File: src/rtl/i2c_pkg.sv
// Shared types and constants for the I2C target controller and its helpers.
package i2c_pkg;

    localparam int   I2C_ADDR_W   = 7;
    localparam logic I2C_RW_WRITE = 1'b0;
    localparam logic I2C_RW_READ  = 1'b1;

    typedef enum logic [3:0] {
        ST_IDLE,
        ST_ADDR,
        ST_ADDR_ACK,
        ST_WR_DATA,
        ST_WR_ACK,
        ST_RD_LOAD,
        ST_RD_DATA,
        ST_RD_ACK,
        ST_IGNORE
    } i2c_tgt_state_t;

endpackage

File: src/rtl/i2c_bus_cond.sv
// Synchronizes sda/scl and detects scl edges plus START/STOP conditions.
module i2c_bus_cond #(
    parameter int SYNC_STAGES = 2
) (
    input  logic system_clock,
    input  logic reset,
    input  logic sda_i,
    input  logic scl_i,
    output logic sda_sync,
    output logic scl_sync,
    output logic scl_rise,
    output logic scl_fall,
    output logic start_det,
    output logic stop_det
);

    logic [SYNC_STAGES-1:0] sda_pipe;
    logic [SYNC_STAGES-1:0] scl_pipe;
    logic                   sda_prev;
    logic                   scl_prev;

    // Preset to 1 so a reset never looks like an edge on an idle bus.
    always_ff @(posedge system_clock) begin
        if (reset) begin
            sda_pipe <= '1;
            scl_pipe <= '1;
            sda_prev <= 1'b1;
            scl_prev <= 1'b1;
        end else begin
            sda_pipe <= {sda_pipe[SYNC_STAGES-2:0], sda_i};
            scl_pipe <= {scl_pipe[SYNC_STAGES-2:0], scl_i};
            sda_prev <= sda_sync;
            scl_prev <= scl_sync;
        end
    end

    assign sda_sync  = sda_pipe[SYNC_STAGES-1];
    assign scl_sync  = scl_pipe[SYNC_STAGES-1];
    assign scl_rise  = scl_sync & ~scl_prev;
    assign scl_fall  = ~scl_sync & scl_prev;
    assign start_det = scl_sync & scl_prev & sda_prev & ~sda_sync;
    assign stop_det  = scl_sync & scl_prev & ~sda_prev & sda_sync;

endmodule

File: src/rtl/i2c_target_ctrl.sv
// 7-bit-address I2C target: decodes frames, exchanges bytes with local logic, stretches scl on reads.
module i2c_target_ctrl
    import i2c_pkg::*;
#(
    parameter logic [I2C_ADDR_W-1:0] TARGET_ADDR = 7'h42,
    parameter int                    HOLD_CYCLES = 4,
    parameter int                    SYNC_STAGES = 2
) (
    input  logic       system_clock,
    input  logic       reset,
    input  logic       sda_i,
    input  logic       scl_i,
    output logic       sda_oe,
    output logic       scl_oe,
    output logic [7:0] rx_data,
    output logic       rx_valid,
    input  logic [7:0] tx_data,
    input  logic       tx_valid,
    output logic       tx_ready,
    output logic       bus_start,
    output logic       bus_stop,
    output logic       busy
);

    localparam int HOLD_W = $clog2(HOLD_CYCLES + 1);

    logic sda_sync, scl_sync, scl_rise, scl_fall, start_det, stop_det;

    i2c_bus_cond #(
        .SYNC_STAGES(SYNC_STAGES)
    ) u_bus_cond (
        .system_clock(system_clock),
        .reset       (reset),
        .sda_i       (sda_i),
        .scl_i       (scl_i),
        .sda_sync    (sda_sync),
        .scl_sync    (scl_sync),
        .scl_rise    (scl_rise),
        .scl_fall    (scl_fall),
        .start_det   (start_det),
        .stop_det    (stop_det)
    );

    i2c_tgt_state_t state, state_n;
    logic [3:0]        bit_cnt, bit_cnt_n;
    logic [7:0]        shift_reg, shift_n;
    logic [HOLD_W-1:0] hold_cnt;
    logic              drive_tick;
    logic              sda_oe_n, scl_oe_n, rx_valid_n, tx_ready_n, busy_n;
    logic [7:0]        rx_data_n;

    // sda may only change once the hold window after an scl fall has elapsed.
    always_ff @(posedge system_clock) begin
        if (reset) begin
            hold_cnt <= '0;
        end else if (scl_fall) begin
            hold_cnt <= HOLD_W'(HOLD_CYCLES);
        end else if (hold_cnt != '0) begin
            hold_cnt <= hold_cnt - 1'b1;
        end
    end

    assign drive_tick = (hold_cnt == HOLD_W'(1));

    always_ff @(posedge system_clock) begin
        if (reset) begin
            state     <= ST_IDLE;
            bit_cnt   <= '0;
            shift_reg <= '0;
            sda_oe    <= 1'b0;
            scl_oe    <= 1'b0;
            rx_data   <= '0;
            rx_valid  <= 1'b0;
            tx_ready  <= 1'b0;
            bus_start <= 1'b0;
            bus_stop  <= 1'b0;
            busy      <= 1'b0;
        end else begin
            state     <= state_n;
            bit_cnt   <= bit_cnt_n;
            shift_reg <= shift_n;
            sda_oe    <= sda_oe_n;
            scl_oe    <= scl_oe_n;
            rx_data   <= rx_data_n;
            rx_valid  <= rx_valid_n;
            tx_ready  <= tx_ready_n;
            bus_start <= start_det;
            bus_stop  <= stop_det;
            busy      <= busy_n;
        end
    end

    always_comb begin
        state_n    = state;
        bit_cnt_n  = bit_cnt;
        shift_n    = shift_reg;
        sda_oe_n   = sda_oe;
        scl_oe_n   = scl_oe;
        rx_data_n  = rx_data;
        rx_valid_n = 1'b0;
        tx_ready_n = 1'b0;
        busy_n     = busy;

        if (start_det) begin
            state_n   = ST_ADDR;
            bit_cnt_n = '0;
            sda_oe_n  = 1'b0;
            scl_oe_n  = 1'b0;
            busy_n    = 1'b1;
        end else if (stop_det) begin
            state_n   = ST_IDLE;
            bit_cnt_n = '0;
            sda_oe_n  = 1'b0;
            scl_oe_n  = 1'b0;
            busy_n    = 1'b0;
        end else begin
            case (state)
                ST_IDLE, ST_IGNORE: begin
                    sda_oe_n = 1'b0;
                    scl_oe_n = 1'b0;
                end
                ST_ADDR: begin
                    if (scl_rise) begin
                        shift_n = {shift_reg[6:0], sda_sync};
                        if (bit_cnt == 4'd7) begin
                            bit_cnt_n = '0;
                            // Address 0 (general call) is deliberately never acknowledged.
                            if (shift_n[7:1] == TARGET_ADDR && shift_n[7:1] != '0) begin
                                state_n = ST_ADDR_ACK;
                            end else begin
                                state_n = ST_IGNORE;
                            end
                        end else begin
                            bit_cnt_n = bit_cnt + 4'd1;
                        end
                    end
                end
                ST_ADDR_ACK: begin
                    if (drive_tick) begin
                        sda_oe_n = 1'b1;
                    end
                    if (scl_rise) begin
                        state_n = (shift_reg[0] == I2C_RW_WRITE) ? ST_WR_DATA : ST_RD_LOAD;
                    end
                end
                ST_WR_DATA: begin
                    if (drive_tick) begin
                        sda_oe_n = 1'b0;
                    end
                    if (scl_rise) begin
                        shift_n = {shift_reg[6:0], sda_sync};
                        if (bit_cnt == 4'd7) begin
                            bit_cnt_n  = '0;
                            rx_data_n  = shift_n;
                            rx_valid_n = 1'b1;
                            state_n    = ST_WR_ACK;
                        end else begin
                            bit_cnt_n = bit_cnt + 4'd1;
                        end
                    end
                end
                ST_WR_ACK: begin
                    if (drive_tick) begin
                        sda_oe_n = 1'b1;
                    end
                    if (scl_rise) begin
                        state_n = ST_WR_DATA;
                    end
                end
                ST_RD_LOAD: begin
                    if (drive_tick) begin
                        sda_oe_n = 1'b0;
                    end
                    if (scl_fall || scl_oe) begin
                        if (tx_valid) begin
                            shift_n    = tx_data;
                            tx_ready_n = 1'b1;
                            scl_oe_n   = 1'b0;
                            bit_cnt_n  = '0;
                            state_n    = ST_RD_DATA;
                            // After a long stretch the hold window is gone, so present bit 7 now.
                            if (scl_oe && (hold_cnt == '0 || drive_tick)) begin
                                sda_oe_n = ~tx_data[7];
                            end
                        end else begin
                            scl_oe_n = 1'b1;
                        end
                    end
                end
                ST_RD_DATA: begin
                    if (drive_tick) begin
                        sda_oe_n = ~shift_reg[7];
                    end
                    if (scl_rise) begin
                        shift_n = {shift_reg[6:0], 1'b0};
                        if (bit_cnt == 4'd7) begin
                            bit_cnt_n = '0;
                            state_n   = ST_RD_ACK;
                        end else begin
                            bit_cnt_n = bit_cnt + 4'd1;
                        end
                    end
                end
                ST_RD_ACK: begin
                    if (drive_tick) begin
                        sda_oe_n = 1'b0;
                    end
                    if (scl_rise) begin
                        state_n = sda_sync ? ST_IGNORE : ST_RD_LOAD;
                    end
                end
                default: begin
                    state_n  = ST_IDLE;
                    sda_oe_n = 1'b0;
                    scl_oe_n = 1'b0;
                end
            endcase
        end
    end

endmodule

File: config.mk
export PLATFORM = sky130hd
export DESIGN_NAME = i2c_target_ctrl
export DESIGN_NICKNAME = d
export VERILOG_FILES = /design/src/rtl/i2c_pkg.sv /design/src/rtl/i2c_bus_cond.sv /design/src/rtl/i2c_target_ctrl.sv
export SDC_FILE = /design/constraint.sdc
export NUM_CORES = 1
export LEC_CHECK = 0
export ABC_CLOCK_PERIOD_IN_PS = 2100
export CORE_UTILIZATION = 35
export CTS_CLUSTER_SIZE = 20
export DETAILED_ROUTE_END_ITERATION = 6
export PLACE_DENSITY_LB_ADDON = 0.15
export SLEW_MARGIN = 20
export SYNTH_ARGS = -nofsm -noshare
export SYNTH_HDL_FRONTEND = slang
export SYNTH_SLANG_ARGS = --single-unit
File: constraint.sdc
create_clock -name system_clock -period 2.1 [get_ports system_clock]
set_input_delay 0.21 -clock system_clock [delete_from_list [all_inputs] [get_ports system_clock]]
set_output_delay 0.21 -clock system_clock [all_outputs]
set_load 0.1 [all_outputs]
### Word level (Yosys, flattened, before mapping)

Cells that the tools add are included.

| cells by class | value |
|---|---|
| mux-type cells | 43 |
| equal/unequal tests | 38 |
| reductions and logical operators | 29 |
| $add $sub $neg | 2 |
| bitwise operators | 22 |

Operator list:

| operator | number |
|---|---|
| 2-to-1 mux 4 bit | 17 |
| != test 4 bit, second input constant | 11 |
| 2-to-1 mux 8 bit | 4 |
| one-hot mux 4 bit (8 select lines) | 1 |
| != test 2 bit, second input constant | 12 |
| one-hot mux 8 bit (3 select lines) | 1 |
| AND reduction 12 bit | 2 |
| == test 4 x 3 -> 1 bit, second input constant | 5 |
| inverter 1 bit | 15 |
| 2-to-1 mux 1 bit | 14 |
| OR reduction 2 bit | 5 |
| OR reduction 5 bit | 2 |
| 2-to-1 mux 3 bit | 3 |
| == test 4 x 2 -> 1 bit, second input constant | 2 |
| one-hot mux 4 bit (2 select lines) | 1 |
| AND 1 bit | 7 |
| == test 7 bit, second input constant | 1 |
| AND reduction 7 bit | 1 |
| nonzero test 7 bit | 1 |
| != test 2 x 1 -> 1 bit, second input constant | 3 |
| nonzero test 2 bit | 3 |
| nonzero test 3 bit | 2 |
| OR reduction 3 bit | 2 |
| OR reduction 6 bit | 1 |
| other kinds (16) | 18 |

| storage, ports and cells | value |
|---|---|
| output and inout bits | 15 |
| word-level logic and storage cells | 152 |
| register bits after elaboration | 40 |
| input bits | 13 |

### Logic depth before layout (Yosys ltp)

Gate-level depths: netlist (run 1).

| logic depth | value |
|---|---|
| depth in word-level cells | 8 |
| mapped depth | 7 |
| gate-level depth less buffers | 7 |

### By module

Synthesis (run 1) repeated with hierarchy kept, for this count alone.

| unflattened totals | value |
|---|---|
| cells, all modules | 215 |
| area, all modules | 1960.6 µm² |

By module, submodules not included:

| module | cells each | times used | seq. area each (µm²) | area an instance (µm²) |
|---|---|---|---|---|
| i2c_target_ctrl | 199 | 1 | 680.7 | 1770.4 |
| i2c_bus_cond | 16 | 1 | 120.1 | 190.2 |

### Least setup slack after synthesis (run 1)

No wires, ideal clock.

| timing path | value |
|---|---|
| kind | flip-flop to flip-flop |
| start | register scl_oe |
| end | register state[0] |
| clock period less this slack | 2.142 ns |
| stages on the path, launching flop included | 5 |
| path buffers | 0 |
| data arrival time | 2.015 ns |
| path slack | -0.042 ns |
| required time | 1.973 ns |
| library setup time | 0.127 ns |
| cells stage by stage | dfxtp_1 o21ai_0 a211oi_2 a21oi_1 or3_1 |

| on the way | value |
|---|---|
| cells in the longest elaborated chain, start to end | 3 |

RTL lines:

| what | line | text |
|---|---|---|
| from (decl) | i2c_target_ctrl.sv:14 | `output logic scl_oe,` |
| from (signal assigned) | i2c_target_ctrl.sv:83 | `scl_oe <= scl_oe_n;` |
| logical OR 1 bit | i2c_target_ctrl.sv:174 | `if (scl_fall \|\| scl_oe) begin` |
| != test 4 bit (no line) | - |  |
| AND reduction 12 bit (no line) | - |  |
| to (signal assigned) | i2c_target_ctrl.sv:79 | `state <= state_n;` |
| to (decl) | i2c_target_ctrl.sv:44 | `i2c_tgt_state_t state, state_n;` |

No other way between the ends.
A chain may end at the register's enable or synchronous reset.

### Final worst setup path (run 1)

| timing path | value |
|---|---|
| start | register u_bus_cond.scl_pipe[1] |
| end | register state[0] |

| on the way | value |
|---|---|
| cells in the longest elaborated chain, start to end | 5 |
| elaborated cells on any way between the ends | 24 |
| those cells by class | eq/ne: 12; mux: 2; bitwise: 8; reduce/logical: 2 |

RTL lines:

| what | line | text |
|---|---|---|
| from (decl) | i2c_bus_cond.sv:18 | `logic [SYNC_STAGES-1:0] scl_pipe;` |
| from (signal assigned) | i2c_bus_cond.sv:31 | `scl_pipe <= {scl_pipe[SYNC_STAGES-2:0], scl_i};` |
| AND 1 bit or inverter 1 bit (tied branches) | i2c_bus_cond.sv:41, i2c_bus_cond.sv:42, i2c_bus_cond.sv:40 |  |
| AND 1 bit, on equally long branches | i2c_bus_cond.sv:41, i2c_bus_cond.sv:40, i2c_bus_cond.sv:42 |  |
| AND 1 bit, or another cell as far along | i2c_bus_cond.sv:41 | `assign start_det = scl_sync & scl_prev & sda_prev & ~sda_sync;` |
| != test 4 bit (no line), or another cell as far along | - |  |
| AND reduction 12 bit (no line) or 2-to-1 mux 1 bit (tied branches) | - |  |

Parallel ways exist; a longest one is shown, timed or not.

==> impl_metrics.toml, run 1 <==
[floorplan]
io_pins = 28
die-area_um2 = 6040
die_w_um = 77.7
rows = 27
coreArea_um2 = 5510
die_height_um = 77.7
initial_core_util_pct = 36.4

[route]
vias_per_cell = 5.11
vias = 1685
post-route-drc-count = 0
ant_nets = 0
drt-total-wl_mm = 4.30
drt_iter0_drc = 111
dr.pass1.iters = 4
wl_per_cell_um = 13.0

[synth]
yosysTopAreaCell = "dfxtp_1"
synthFlopType = "dfxtp_1"
synth_top_family_by_area = "simple AND/OR/NAND/NOR gates"
synth_compound_area_share_pct = 17.8
ys_warn_count = 0
synth-edff-count = 0
syn_inst = 227
synth_fa_ha_area_share_pct = 2.49
synth.avg_cell_area_um2 = 8.84
synth_xor_area_share_pct = 1.31
synthSimpleGateAreaFrac_pct = 25.4
ys_seq_area_share_pct = 39.9
async_flop_share_pct = 0
ys_types = 49
mappedNetlistNets = 244
netlist_area_um2 = 2010
synthMuxAreaShare_pct = 8.54
ys_ff_latch = 40
synth.area.top_cells = "dfxtp_1, mux2i_1, a21oi_1"
synth_top_area_share_pct = 39.9

[worst_setup_path]
rr_startpoint = "u_bus_cond.scl_pipe[1]"
critical_path_required_ns = 2.28
crit_path_end_kind = "register"
start_kind = "register"
regToRegSetupSlack_ns = 0.24
cp.arrival_ns = 2.04
cp_max_fo = 9
worstRegToRegCells = 5
r2r_end = "state[0]"
path_class = "reg -> reg"

[power_and_ir_drop]
powerDensity_nw_per_um2 = 662
p_leak_nw = 0.970
max-vdd-ir-drop_mv = 0.416

[timing]
rsz0062_at_grt = "no"
max_slew.worst_pin.slew_ns = 0.441
fin_ws_ns = 0.239
fin_crit_sh_pct = 88.6
slew_headroom_pct = 70.5
drv_slew = 0
period_needed_ns = 1.86
setup_viol = 0
finalSetupTns_ns = 0
skew_ns = 0.00976
final_hold_viol_count = 0
fmax_mhz = 537

[final_layout]
drive_above_1_share_pct = 19.0
seqCellArea_um2 = 802
multi_input_area_um2 = 1110
area.growth.synth_to_final_pct = 20.4
n_antenna_cell = 0
layout.nets = 275
nFillCells = 561

[placement]
io_buffers = 27
place.gp.congestion = 0.839
dp_slack_ns = 0.251
hpwl_mm = 3.15

[cts]
htreeDepth = 2
insertion_delay_ns = 0.29
post_cts_resized = 0
cts_tree = "built"
clock_path_buffers = 2
clock_sinks = 40
cts_root_buffer = "clkbuf_8"
hold_buffers = 0
postCtsSetupBuffers = 0
numCtsBuffers = 5
clk_pin_slew_ns = 0.08

[hold_path]
min_from = "u_bus_cond.scl_pipe[0]"
whs_endpoint = "u_bus_cond.scl_pipe[1]"
whs_path_depth = 1
hp-class = "reg -> reg"

[run]
maxCapViolCount = 0

[global_routing]
grt_pass1_wl_mm = 7.71
grt_antenna_before_repair = 0
grt_pass1_vias = 1636
globalRouteOverflowTotal = 0
grt_max_degree = 17
grtUsageTotal_pct = 16.1

[status]
status = "complete, no violations"
-- synth_stat cells, types with 2 or more instances --
library cell / n
dfxtp_1: 40
nor2_1: 29
a21oi_1: 22
mux2i_1: 16
a211oi_1: 10
nand2_1: 10
clkbuf_1: 8
inv_1: 7
nor3_1: 7
nand2b_1: 6
o21ai_0: 6
or2_2: 6
nand4_1: 5
nor2b_1: 5
ha_1: 4
nand3_1: 4
or3_1: 4
nand4b_1: 3
buf_2: 2
buf_4: 2
nand3b_1: 2
xor2_1: 2
-- kinds of logic after synthesis --
family / Yosys count
multiplexers: 17
flip-flops: 40
buffers and inverters: 20
XOR/XNOR: 3
AO/OA/AOI/OAI: 51
AND/OR/NAND/NOR: 92
adder cells (fa/ha/maj): 4
-- cells in the final DEF, fill, tap and decap left out, types with 2 or more instances in the layout --
master            n
nand2_1          10
clkbuf_8          5
nor3_1            7
clkdlybuf4s50_1  12
mux2i_1          16
nand3_1           4
dfxtp_1          39
nand4_1           5
nor2_1           29
or3_1             4
nand2b_1          6
xor2_1            2
inv_1             7
buf_4            25
nand3b_1          2
or2_2             6
o21ai_0           6
nor2b_1           5
ha_1              4
nand4b_1          3
a21oi_1          22
a211oi_1         10
-- layer usage --
metal | GRT usage [%] | part of all wire (%)
met2 | 24.9 | 44
met1 | 22.0 | 51
met4 | 6.23 | 1.4
met3 | 3.18 | 3.5
met5 | 0 | 0
-- cell type report --
cell class / instances / share of cell area (%)
Inverter: 7 / 1.09
Clock inverter: 1 / 0.207
Timing Repair Buffer: 37 / 12.7
Sequential cell: 40 / 33.2
Multi-Input combinational cell: 167 / 46.1
Clock buffer: 6 / 3.00
Tap cell: 72 / 3.73
-- worst max path at each step --
stage,startpoint,to,slack (ns),cells past startpoint
final,u_bus_cond.scl_pipe[1],state[0],0.24,5
after global routing,bit_cnt[0],state[0],0.12,6
after CTS,state[2],bit_cnt[2],0.24,5
after detailed placement,tx_valid,state[0],0.25,5
after global placement,tx_valid,state[0],0.27,5
after floorplan,scl_oe,state[0],0.36,4
-- critical path, cell delays in order (launching register included) --
cell and delay (ns):
dfxtp_1 0.47, and2b_1 0.30, o21ai_0 0.34, a211o_1 0.25
nor3_1 0.06, or3_1 0.34
-- power by group --
part           total (W)  internal (W)  switching [W]  leakage, nW
sequential      0.000826      0.000795      0.0000311        0.325
combinational   0.000286      0.000130       0.000156        0.604
clock           0.000487      0.000226       0.000261       0.0410
total            0.00160       0.00115       0.000448        0.970
-- per-stage QoR --
stage          hold WS [ns]  std cells  total power, W  util (%)  cell area (um^2)
2_1_floorplan         0.314        227         0.00105         -              2010
3_3_place_gp          0.391        323         0.00112      42.5              2340
3_5_place_dp          0.394        323         0.00113      42.5              2340
4_1_cts               0.411        330         0.00162      43.9              2420
5_1_grt               0.426        330         0.00169      43.9              2420
6_report              0.409        330         0.00160      43.9              2420
No activity file was read; power rests on OpenSTA's default activity.
==> inputs of run 2 (changes only) <==
==> constraint.sdc (replaced) <==
create_clock -name system_clock -period 2.1 [get_ports system_clock]
set_input_delay 0.21 -clock system_clock [delete_from_list [all_inputs] [get_ports system_clock]]
set_output_delay 0.21 -clock system_clock [all_outputs]
set_load 0.02 [all_outputs]
==> impl_metrics.toml, run 2 (synthesis results as in run 1) <==
[final_layout]
drive_above_1_share_pct = 13.2
nFillCells = 551
n_antenna_cell = 0
multi_input_area_um2 = 1110
area.growth.synth_to_final_pct = 25.9
seqCellArea_um2 = 801
layout.nets = 274
final_common_cell = "dfxtp_1"
final_cell_mix = "dfxtp_1, nor2_1, clkdlybuf4s50_1, a21oi_1, mux2i_1"
final_util_pct = 45.9

[power_and_ir_drop]
seq_power_share_pct = 42.0
sw_frac_of_total_pct = 22.8
max-vdd-ir-drop_mv = 0.588
p_clk_share_pct = 44.6
finalPower_w = 0.00197
power.switching_w = 0.000449
comb_power_share_pct = 13.4
p_leak_nw = 0.972
powerDensity_nw_per_um2 = 778
internal_power_w = 0.00152

[worst_setup_path]
cp_max_fo = 8
crit_chain = "and2b_1, o21ai_0, a211oi_2, a21oi_1, or3_1"
cpMaxStageDelayCell = "dfxtp_1"
crit_path_end_kind = "register"
path_class = "reg -> reg"
start_kind = "register"
cp.arrival_ns = 2.00
critical_path_required_ns = 2.28
slowest_delay_ns = 0.44

[placement]
dp_slack_ns = 0.212
place.gp.congestion = 0.827
hpwl_mm = 3.04
io_buffers = 27

[timing]
fmax_mhz = 549
fin_ws_ns = 0.280
setup_viol = 0
period_needed_ns = 1.82
finalSetupTns_ns = 0
final_hold_viol_count = 0
rsz0062_at_grt = "no"
skew_ns = 0.00603
drv_slew = 0
slew_headroom_pct = 74.1
max_slew.worst_pin.slew_ns = 0.388
fin_crit_sh_pct = 86.7

[global_routing]
grt_antenna_before_repair = 0
grt_max_degree = 26
globalRouteOverflowTotal = 0
grt_pass1_vias = 1467
grtUsageTotal_pct = 15.5
grt_pass1_wl_mm = 7.25

[cts]
post_cts_resized = 0
cts_tree = "built"
clk_pin_slew_ns = 0.08
clock_sinks = 40
htreeDepth = 2
postCtsSetupBuffers = 0
insertion_delay_ns = 0.30
cts_root_buffer = "clkbuf_8"
clock_path_buffers = 2
numCtsBuffers = 5
hold_buffers = 0

[route]
drt-total-wl_mm = 4.28
ant_nets = 0
wl_per_cell_um = 13.0
vias = 1673
dr.pass1.iters = 4
drt_iter0_drc = 99
post-route-drc-count = 0
vias_per_cell = 5.07

[run]
maxCapViolCount = 0

[floorplan]
die_w_um = 77.7
io_pins = 28
rows = 27
die_height_um = 77.7
die-area_um2 = 6040
coreArea_um2 = 5510
initial_core_util_pct = 36.4

[hold_path]
hp-class = "reg -> reg"

[status]
status = "complete, no violations"
## run 2: cell count changes in the layout (fill, tap and decap cells not counted)
| cell | previous run | this run |
|---|---|---|
| clkbuf_1 | 1 | 0 |
| clkdlybuf4s50_1 | 12 | 27 |
| buf_4 | 25 | 9 |
| dfxtp_1 | 39 | 40 |
| dfxtp_2 | 1 | 0 |
| bufinv_16 | 0 | 3 |
| clkinv_2 | 1 | 0 |
## run 2: path summary, 6_finish.rpt
kind / end / from / cells past startpoint / slack (ns)
worst max-delay path: state[0] / u_bus_cond.scl_prev / 5 / 0.28
worst min-delay path: u_bus_cond.scl_pipe[1] / u_bus_cond.scl_pipe[0] / 1 / 0.41
worst max register to register: state[0] / u_bus_cond.scl_prev / 5 / 0.28
worst min register to register: u_bus_cond.scl_pipe[1] / u_bus_cond.scl_pipe[0] / 1 / 0.41
## run 2: metrics by stage
stage               cell area (um^2)  hold slack [ns]  std cells
floorplan                       2010            0.314        227
global placement                2370            0.392        322
detailed placement              2370            0.396        322
CTS                             2530            0.416        330
global route                    2530            0.427        330
finish                          2530            0.411        330
## run 2: cell type report
cell class,instances,area share [%]
Inverter,7,1.04
Multi-Input combinational cell,167,44.1
Clock inverter,3,3.56
Sequential cell,40,31.7
Tap cell,72,3.56
Timing Repair Buffer,36,13.4
Clock buffer,5,2.72
## run 2: metal layers
metal / wire (um) / global-route usage (%)
met4: 82 / 6.60
met1: 2200 / 22.0
met3: 176 / 3.65
met2: 1810 / 22.0
met5: 0 / 0
## run 2: power groups by stage
stage / registers, W / clock network (W) / logic (W)
after floorplan: 0.000837 / 0 / 0.000198
after global placement: 0.000842 / 0 / 0.000263
after detailed placement: 0.000843 / 0 / 0.000265
after CTS: 0.000825 / 0.000894 / 0.000267
after global routing: 0.000832 / 0.000932 / 0.000301
final: 0.000826 / 0.000876 / 0.000264
## run 2: worst max-delay path, delay by kind of cell, from the launching register on
| family | cells | cell delay, ns |
|---|---|---|
| flops | 1 | 0.44 |
| simple gates | 2 | 0.59 |
| compound gates | 3 | 0.67 |
==> inputs of run 3 (changes only) <==
--- a/config.mk
+++ b/config.mk
@@ -13,4 +13,5 @@
 export SLEW_MARGIN = 20
 export SYNTH_ARGS = -nofsm -noshare
 export SYNTH_HDL_FRONTEND = slang
+export SYNTH_HIERARCHICAL = 1
 export SYNTH_SLANG_ARGS = --single-unit
==> impl_metrics.toml, run 3 <==
[status]
status = "complete, no violations"

[worst_setup_path]
slowest_delay_ns = 0.55
cp_max_fo = 11
crit_path_end_kind = "register"
rr_startpoint = "state[0]"
critical-path-top-delay-family = "simple AND/OR/NAND/NOR gates"
worstRegToRegCells = 5
regToRegSetupSlack_ns = 0.14
cp_num_cells = 5
cpMaxStageDelayCell = "dfxtp_1"
start_kind = "register"
critical_path_required_ns = 2.32
cp.buffers_inverters = 0
r2r_end = "state[2]"
path_class = "reg -> reg"
crit_chain = "and3b_2, o211ai_4, o2111ai_2, or4_1, a21oi_1"
cp.arrival_ns = 2.18

[timing]
finalSetupTns_ns = 0
slew_headroom_pct = 71.7
fin_crit_sh_pct = 93.3
final_hold_viol_count = 0
period_needed_ns = 1.96
rsz0062_at_grt = "no"
skew_ns = 0.00565
max_slew.worst_pin.slew_ns = 0.418
setup_viol = 0
fmax_mhz = 511
drv_slew = 0

[power_and_ir_drop]
p_leak_nw = 0.889
max-vdd-ir-drop_mv = 0.494
powerDensity_nw_per_um2 = 701

[route]
wl_per_cell_um = 12.9
post-route-drc-count = 0
ant_nets = 0
drt-total-wl_mm = 4.12
drt_iter0_drc = 81
dr.pass1.iters = 5
vias = 1618
vias_per_cell = 5.06

[placement]
io_buffers = 27
placed_cell_area_um2 = 2330
hpwl_mm = 3.01
place.gp.congestion = 0.815

[cts]
post_cts_resized = 0
numCtsBuffers = 5
cts_root_buffer = "clkbuf_8"
insertion_delay_ns = 0.29
clock_sinks = 40
postCtsSetupBuffers = 0
clk_pin_slew_ns = 0.08
cts_tree = "built"
htreeDepth = 2
hold_buffers = 0
clock_path_buffers = 2

[global_routing]
grt_max_degree = 31
globalRouteOverflowTotal = 0
grt_pass1_wl_mm = 6.95
grt_antenna_before_repair = 0
use_met3_pct = 3.69
met2_usage_pct = 22.2
grt_pass1_vias = 1474
use_met1_pct = 19.9
globalRoute.busiestLayer = "met2"
grtUsageTotal_pct = 14.7

[synth]
async_flop_share_pct = 0
netlist_area_um2 = 1960
synthMuxAreaShare_pct = 8.23
ys_seq_area_share_pct = 40.8
synth.avg_cell_area_um2 = 9.12
synth_top_area_share_pct = 40.8
synth_compound_area_share_pct = 17.0
synthFlopType = "dfxtp_1"
ys_warn_count = 6
mappedNetlistNets = 232
synth_common_cells = "dfxtp_1, nor2_1, a21oi_1"
syn_inst = 215
ys_types = 54
synth-edff-count = 0
synth.area.top_cells = "dfxtp_1, mux2i_1, nor2_1"
synth_fa_ha_area_share_pct = 2.55
yosysMostFrequentCell = "dfxtp_1"
yosysTopAreaCell = "dfxtp_1"
synth_top_family_by_area = "simple AND/OR/NAND/NOR gates"
synth_xor_area_share_pct = 0.893
ys_ff_latch = 40
synthSimpleGateAreaFrac_pct = 25.7

[floorplan]
io_pins = 28
rows = 26
die_height_um = 76.8
initial_core_util_pct = 37.4
die-area_um2 = 5910
die_w_um = 76.8
coreArea_um2 = 5240

[final_layout]
layout.nets = 266
final_cell_mix = "dfxtp_1, nor2_1, clkdlybuf4s50_1, a21oi_1, mux2i_1"
n_antenna_cell = 0
area.growth.synth_to_final_pct = 24.8
drive_above_1_share_pct = 12.4
final_common_cell = "dfxtp_1"
design_area_um2 = 2450

[hold_path]
hp-class = "reg -> reg"
whs_path_depth = 1
whs_endpoint = "u_bus_cond/sda_pipe[1]"
min_from = "u_bus_cond/sda_pipe[0]"

[run]
maxCapViolCount = 0
-- run 3: layout make-up --
| class | count | area [um^2] |
|---|---|---|
| sequential | 40 | 802 |
| fill | 514 | 2790 |
| timing repair buffer | 37 | 345 |
| clock buffer | 5 | 68.8 |
| multi-input combinational | 157 | 1070 |
| tap | 70 | 87.6 |
| inverter | 8 | 30.0 |
| clock inverter | 3 | 46.3 |
-- run 3: worst reg2reg max path, cell delays in order, from the launching register on --
cell	delay (ns)
dfxtp_1	0.55
and3b_2	0.29
o211ai_4	0.21
o2111ai_2	0.26
or4_1	0.46
a21oi_1	0.12
-- run 3: how the worst max path moves through the flow --
stage	from	slack, ns	endpoint
final	state[0]	0.14	state[2]
after global routing	state[0]	0.0002	state[2]
after CTS	state[0]	0.17	state[2]
after detailed placement	state[0]	0.19	state[2]
after global placement	state[0]	0.22	state[2]
after floorplan	u_bus_cond/sda_pipe[1]	0.31	rx_data[0]
-- run 3: stage by stage --
stage	std cells	setup slack, ns	total power [W]	util, %	hold slack [ns]
global route	320	0.000208	0.00182	46.7	0.426
floorplan	215	0.312	0.00102	-	0.282
CTS	320	0.166	0.00174	46.7	0.411
global placement	312	0.223	0.00109	44.5	0.385
detailed placement	312	0.188	0.00109	44.5	0.390
finish	320	0.141	0.00172	46.7	0.409
-- run 3: cells by family after synthesis --
| family | Yosys count |
|---|---|
| AOI/OAI and AO/OA | 49 |
| xor gates and xnor gates | 2 |
| adders and majority gates | 4 |
| buffers and inverters | 18 |
| DFF | 40 |
| muxes | 16 |
| and+or+nand+nor | 86 |
-- run 3: where the power goes --
| part | total, W | leakage (nW) | switching (W) | internal (W) |
|---|---|---|---|---|
| Combinational | 0.000246 | 0.510 | 0.000128 | 0.000118 |
| Sequential | 0.000826 | 0.325 | 0.0000318 | 0.000794 |
| Clock | 0.000644 | 0.0548 | 0.000286 | 0.000358 |
-- run 3: metal layers --
layer | up-vias | part of all wire (%)
met5 | - | 0
met4 | 0 | 1.7
met3 | 7 | 5.2
met2 | 44 | 44
met1 | 730 | 49
li1 | 837 | -
